**src/rtl/fetch_unit_if.sv**
```systemverilog
// fetch_unit_if: instruction-memory side bus of the fetch stage.
//   read_address : PC presented to instruction memory (fetch -> memory)
//   instrucao    : instruction word for read_address (memory -> fetch)
//   cond_taken   : branch-condition result, same cycle (comparator -> fetch)
//   exec_en      : current instruction executes this cycle (fetch -> consumers)
// Modports: master = fetch unit, slave = memory / execute side.
interface fetch_unit_if #(
  parameter int ADDR_W  = 10,
  parameter int INSTR_W = 34
);
  logic [ADDR_W-1:0]  read_address;
  logic [INSTR_W-1:0] instrucao;
  logic               cond_taken;
  logic               exec_en;

  modport master (
    output read_address,
    output exec_en,
    input  instrucao,
    input  cond_taken
  );

  modport slave (
    input  read_address,
    input  exec_en,
    output instrucao,
    output cond_taken
  );
endinterface

```
**src/rtl/fetch_unit.sv**
```systemverilog
// fetch_unit: instruction-fetch / sequencing stage.
// Owns the program counter, chooses the next PC from the returned instruction
// (jumps, BEQ/BNE/BLE, IN stall on operator confirm, HALT), and emits exec_en.
// Ports:
//   clock          rising-edge system clock
//   reset          synchronous, active-low
//   bus            fetch_unit_if.master (read_address, instrucao, cond_taken, exec_en)
//   confirma       asynchronous push-button confirming an IN instruction
//   aguardando_in  stalled on IN waiting for a confirm pulse
//   halted         HALT reached; left only by reset
//   retired        count of executed instructions (wraps)
// Optional feature: define IN_DEBOUNCE_EN to debounce the synchronized
// confirma level over DEBOUNCE_CYCLES consecutive cycles.
module fetch_unit #(
  parameter int ADDR_W          = 10,
  parameter int INSTR_W         = 34,
  parameter int DEBOUNCE_CYCLES = 250000
) (
  input  logic                clock,
  input  logic                reset,
  fetch_unit_if.master        bus,
  input  logic                confirma,
  output logic                aguardando_in,
  output logic                halted,
  output logic [15:0]         retired
);

  localparam logic [5:0] OP_BEQ  = 6'b001010;
  localparam logic [5:0] OP_BNE  = 6'b001011;
  localparam logic [5:0] OP_BLE  = 6'b001100;
  localparam logic [5:0] OP_IN   = 6'b100000;
  localparam logic [5:0] OP_HALT = 6'b111111;

  typedef enum logic [1:0] {
    S_START,
    S_RUN,
    S_HALT
  } state_t;

  state_t            state_q, state_d;
  logic [ADDR_W-1:0] pc_q, pc_d;
  logic              exec_en;

  logic [5:0]        opcode;
  logic [ADDR_W-1:0] next_addr;
  logic              unused_bits;

  assign opcode      = bus.instrucao[INSTR_W-1 -: 6];
  assign next_addr   = bus.instrucao[ADDR_W-1:0];
  assign unused_bits = ^bus.instrucao[INSTR_W-7:ADDR_W];

  // Confirm path: 2-flop synchronizer, optional debounce, registered edge detect.
  logic sync1, sync2;
  logic lvl, lvl_prev;
  logic pulse;

`ifdef IN_DEBOUNCE_EN
  localparam int CNT_W = (DEBOUNCE_CYCLES > 1) ? $clog2(DEBOUNCE_CYCLES) : 1;
  logic [CNT_W-1:0] deb_cnt;
  logic             deb_level;

  // The level only follows sync2 after DEBOUNCE_CYCLES consecutive mismatches;
  // any agreement restarts the count.
  always_ff @(posedge clock) begin
    if (!reset) begin
      deb_cnt   <= '0;
      deb_level <= 1'b0;
    end else if (sync2 == deb_level) begin
      deb_cnt <= '0;
    end else if (deb_cnt == CNT_W'(DEBOUNCE_CYCLES - 1)) begin
      deb_level <= sync2;
      deb_cnt   <= '0;
    end else begin
      deb_cnt <= deb_cnt + CNT_W'(1);
    end
  end

  always_comb lvl = deb_level;
`else
  localparam int unused_debounce = DEBOUNCE_CYCLES;
  always_comb lvl = sync2;
`endif

  always_ff @(posedge clock) begin
    if (!reset) begin
      sync1    <= 1'b0;
      sync2    <= 1'b0;
      lvl_prev <= 1'b0;
      pulse    <= 1'b0;
    end else begin
      sync1    <= confirma;
      sync2    <= sync1;
      lvl_prev <= lvl;
      pulse    <= lvl & ~lvl_prev;
    end
  end

  // State, PC and retire counter.
  always_ff @(posedge clock) begin
    if (!reset) begin
      state_q <= S_START;
      pc_q    <= '0;
      retired <= '0;
    end else begin
      state_q <= state_d;
      pc_q    <= pc_d;
      if (exec_en) retired <= retired + 16'd1;
    end
  end

  // Next-state / next-PC selection. A pulse outside an IN stall is simply
  // not looked at, so it is dropped rather than remembered.
  always_comb begin
    state_d       = state_q;
    pc_d          = pc_q;
    exec_en       = 1'b0;
    aguardando_in = 1'b0;
    halted        = 1'b0;
    unique case (state_q)
      S_START: state_d = S_RUN;
      S_RUN: begin
        unique case (opcode)
          OP_BEQ, OP_BNE, OP_BLE: begin
            exec_en = 1'b1;
            pc_d    = bus.cond_taken ? next_addr : pc_q + ADDR_W'(1);
          end
          OP_IN: begin
            if (pulse) begin
              exec_en = 1'b1;
              pc_d    = next_addr;
            end else begin
              aguardando_in = 1'b1;
            end
          end
          OP_HALT: begin
            exec_en = 1'b1;
            state_d = S_HALT;
          end
          default: begin
            exec_en = 1'b1;
            pc_d    = next_addr;
          end
        endcase
      end
      S_HALT: halted = 1'b1;
      default: state_d = S_START;
    endcase
  end

  assign bus.read_address = pc_q;
  assign bus.exec_en      = exec_en;

endmodule

```
**src/flat_wrapper.sv**
```systemverilog
// flat-port wrapper written by rule: the top's interface ports become plain ports
module fetch_unit_flat 
#(
  parameter int ADDR_W          = 10,
  parameter int INSTR_W         = 34,
  parameter int DEBOUNCE_CYCLES = 250000
)
  (clock, reset, confirma, aguardando_in, halted, retired, bus_read_address, bus_exec_en, bus_instrucao, bus_cond_taken);
  fetch_unit_if #(.ADDR_W(ADDR_W), .INSTR_W(INSTR_W)) bus_i ();
  input  logic clock;
  input  logic reset;
  input  logic confirma;
  output logic aguardando_in;
  output logic halted;
  output logic [15:0] retired;
  output wire logic [$bits(bus_i.read_address)-1:0] bus_read_address;
  output wire logic [$bits(bus_i.exec_en)-1:0] bus_exec_en;
  input wire logic [$bits(bus_i.instrucao)-1:0] bus_instrucao;
  input wire logic [$bits(bus_i.cond_taken)-1:0] bus_cond_taken;
  assign bus_read_address = bus_i.read_address;
  assign bus_exec_en = bus_i.exec_en;
  assign bus_i.instrucao = bus_instrucao;
  assign bus_i.cond_taken = bus_cond_taken;
  fetch_unit #(.ADDR_W(ADDR_W), .INSTR_W(INSTR_W), .DEBOUNCE_CYCLES(DEBOUNCE_CYCLES)) u_core (.clock(clock), .reset(reset), .bus(bus_i), .confirma(confirma), .aguardando_in(aguardando_in), .halted(halted), .retired(retired));
endmodule
```
**config.mk**
```make
export PLATFORM = sky130hd
export DESIGN_NAME = fetch_unit_flat
export DESIGN_NICKNAME = d
export VERILOG_FILES = /design/src/rtl/fetch_unit_if.sv /design/src/rtl/fetch_unit.sv /design/src/flat_wrapper.sv
export SDC_FILE = /design/constraint.sdc
export NUM_CORES = 1
export LEC_CHECK = 0
export CAP_MARGIN = 10
export CORE_ASPECT_RATIO = 0.8
export CORE_UTILIZATION = 34
export DETAILED_ROUTE_END_ITERATION = 8
export PLACE_DENSITY = 0.65
export SLEW_MARGIN = 20
export SYNTH_ARGS = -nofsm -noshare
export SYNTH_HDL_FRONTEND = slang
export SYNTH_SLANG_ARGS = --single-unit
```
**constraint.sdc**
```tcl
create_clock -name clock -period 4.5 [get_ports clock]
set_input_delay 0.9 -clock clock [delete_from_list [all_inputs] [get_ports clock]]
set_output_delay 0.9 -clock clock [all_outputs]
set_load 0.01 [all_outputs]
```
==> PnR_summary.wiki <==
{| class="wikitable"
! Metric !! Value
|-
| Outcome || complete, no violations
|-
| Number of warnings reported in the yosys synthesis log || 0
|-
| Overall die width || 81.04 um
|-
| Pin count of the biggest net entering global routing || 19
|-
| First DRT Iteration DRCs || 124
|-
| Synth Area in Adders || 1.473%
|-
| Post-synth EDFFs || 0
|-
| Flops & latches, synth || 32
|-
| Highest metal layer with signal wires || met4
|-
| Mux share of post-synthesis cell area || under 10%
|-
| Highest-count cells in the layout ignoring fill and taps || 48 x sky130_fd_sc_hd__clkdlybuf4s50_1, 32 x sky130_fd_sc_hd__dfxtp_1, 14 x sky130_fd_sc_hd__nand2_1, 12 x sky130_fd_sc_hd__nand3_1, 12 x sky130_fd_sc_hd__a21oi_1
|-
| Final-stage net count || 280
|-
| Largest fanout on the critical path || 10
|-
| Yosys cell types || around 50
|-
| Worst-case setup margin in the final layout || approximately 0.62 ns
|-
| Power per unit of standard cell area || around 270 nW/um2
|-
| Synth Area in Compound Gates || 21.28%
|-
| Starting utilization of the core area || a little over a third
|-
| Routed length on met2 || between 1.5 and 2 mm
|-
| Clk slew on worst S/H paths || roughly 0.060 ns
|-
| Setup crit start kind || input port
|-
| Power Total || 0.6193 mW
|-
| Largest family of logic cells by synthesized area || simple AND/OR/NAND/NOR gates
|-
| Final slew viol count || 0
|-
| Synth Area per Inst || 8.850 um2
|-
| CP Data Required Time || 3.60 ns
|-
| Sequential group share of total power || about half
|-
| Metal1 wirelength || between 2 and 2.5 mm
|-
| Post-cts resize count || 0
|-
| Global-route usage over all layers || 16.59%
|-
| Mapped cell area || around 1700 um2
|-
| Ys async rst share || 0%
|-
| Sequential share of the synthesized area || 37.70%
|-
| Area delta synth->final || 35.94%
|-
| Placed wire-length estimate || 3.074 mm
|-
| Proportion of layout cells with a drive suffix above 1 || under 10%
|-
| Nets in the synthesized netlist || 232
|-
| Total gr overflow || 0
|-
| Total number of vias || 1640
|-
| Final Wtd Congestion || between 0.8 and 0.9
|-
| Total count of hold-check failures in the final report || 0
|-
| Number of levels the H-tree was split into || 2
|-
| Die Y-Extent || roughly 65 um
|-
| Class of the most critical setup path || input port to output port
|-
| Setup repair after global routing missed its margin || false
|-
| Total core area || about 4700 um2
|-
| Leading cell type in the layout, fill and taps excluded || sky130_fd_sc_hd__clkdlybuf4s50_1
|-
| Worst-case clock skew || 0.005371 ns
|-
| I/O pins || between 60 and 70
|-
| TritonCTS clock tree || done
|-
| Clock latency at the later pin of the worst-skew pair || 0.28 ns
|-
| Xor/xnor share of the synthesized area || under 10%
|-
| Worst slack at placement || around 0.64 ns
|-
| Total met3 wirelength after detailed routing || ~230 um
|-
| Class of the tightest hold or removal check || flop to flop
|-
| Pin slew with the least headroom to its limit || a little under 0.9 ns
|-
| Clock power share || 37.2%
|-
| Internal portion of total power || about 0.46 mW
|-
| Logic gate share of total power || between 10% and 20%
|-
| Wirelength per Cell || 14.18 um
|-
| Leading register cell type out of synthesis || sky130_fd_sc_hd__dfxtp_1
|-
| Setup TNS Final || 0 ns
|-
| Final non-filler cell area || approximately 2300 um2
|-
| Buffers added on ports || 48
|-
| Synth Area in Simple Gates || 28.65%
|-
| Final period demand of the worst path || 3.881 ns
|-
| Cts bufs inserted || 5
|-
| Clk buf depth || 2
|-
| Final setup violation count || 0
|-
| Setup repair bufs after CTS || 0
|-
| Total of max-cap violations || 0
|-
| Sw frac || 24.95%
|-
| Number of nets still failing antenna checks after routing || 0
|-
| Endpoint class of the critical path || output port
|-
| Gate count after technology mapping || 192
|-
| Number of diodes || 0
|-
| Standard cell area after detailed placement || 2220 um2
|-
| VDD IR-drop max || 0.1030 mV
|-
| Maximum clock frequency || 0.2577 GHz
|-
| Count of standard-cell rows || 22
|-
| Switching Power || 0.1545 mW
|-
| Fin crit share || a little under nine tenths
|-
| Antenna violations before repair || 0
|-
| Full die area || between 5000 and 6000 um2
|-
| Static leakage || roughly 0.77 nW
|-
| Root buffer cell || sky130_fd_sc_hd__clkbuf_8
|-
| Number of optimization iterations in the first detailed-route pass || 4
|-
| Total DRC errors in the routed layout || 0
|-
| Via/cell ratio || between 5 and 6
|-
| Clock net sink count || 32
|-
| First-pass GRT wire length || a little under 7 mm
|-
| # fillers || slightly below 500
|-
| Worst slew margin relative to its limit || about 41%
|-
| Utilization after layout || 49.36%
|-
| Total wire length || roughly 4.3 mm
|-
| Number of global-route vias before repair || 1403
|-
| Arrival time at the worst endpoint || ~3.0 ns
|-
| Count of hold-fix buffers inserted at cts || 0
|}
-- routing by layer --
metal / global-route usage [%] / up-vias
met5: 0 / -
met3: 3.333 / 8
li1: - / 831
met1: 24.55 / 762
met4: 6.027 / 0
met2: 23.32 / 39
-- synth_stat cells, drive strengths merged, types with 4 or more instances --
cell type / number / area, um2
dfxtp: 32 / 640.6
nand2: 14 / 52.55
a21oi: 13 / 68.82
nand3: 12 / 60.06
o21ai: 11 / 66.32
or3: 11 / 68.82
a211oi: 7 / 52.55
nand4: 7 / 43.79
nor2: 7 / 26.28
mux2i: 6 / 60.06
clkbuf: 5 / 18.77
o22ai: 5 / 31.28
inv: 4 / 17.52
nor2b: 4 / 25.02
-- layout make-up --
class                           count  area (um2)  area share [%]
Sequential cell                    32       640.6           27.74
Timing Repair Buffer               48       480.5           20.80
Multi-Input combinational cell    148        1002           43.39
Tap cell                           60       75.07           3.250
Inverter                            5       21.27          0.9209
Clock buffer                        8       90.09           3.900
-- power by group through the flow --
| stage | Sequential (mW) | Combinational, mW | Clock, mW |
|---|---|---|---|
| 2_1_floorplan | 0.313 | 0.0351 | 0 |
| 3_3_place_gp | 0.313 | 0.0815 | 0 |
| 3_5_place_dp | 0.313 | 0.0821 | 0 |
| 4_1_cts | 0.306 | 0.0826 | 0.235 |
| 5_1_grt | 0.308 | 0.0887 | 0.249 |
| 6_report | 0.307 | 0.0819 | 0.230 |
-- logic make-up after synthesis --
family,Yosys count
AO/OA/AOI/OAI,51
XOR/XNOR,4
adder cells (fa/ha/maj),2
buffers and inverters,12
flip-flops,32
multiplexers,9
AND/OR/NAND/NOR,82
-- through the flow --
stage | instances | hold WS, ns
after floorplan | 192 | 0.3674
after global placement | 293 | 0.3724
after detailed placement | 293 | 0.3723
after CTS | 301 | 0.3768
after global routing | 301 | 0.3939
final | 301 | 0.3770
-- sequential cells by signal, summed over array words and instances (netlist names) --
register                 flops
u_core.pulse                 1
u_core.bus.read_address     10
u_core.lvl_prev              1
u_core.state_q               2
u_core.lvl                   1
u_core.sync1                 1
u_core.retired              16
-- worst max-delay path: stages --
cell	delay [ns]
sky130_fd_sc_hd__clkdlybuf4s50_1	0.47
sky130_fd_sc_hd__or4b_4	0.61
sky130_fd_sc_hd__o21ai_4	0.37
sky130_fd_sc_hd__inv_4	0.12
sky130_fd_sc_hd__clkdlybuf4s50_1	0.50
-- final timing paths --
kind	from	to	slack, ns	cells past startpoint
setup reg to reg	u_core.retired[0]	u_core.retired[14]	2.77	5
hold reg to reg	u_core.lvl_prev	u_core.pulse	0.38	1
setup / recovery	bus_instrucao[30]	bus_exec_en	0.62	5
hold / removal	u_core.lvl_prev	u_core.pulse	0.38	1
Power figures use the tool's default switching activity.
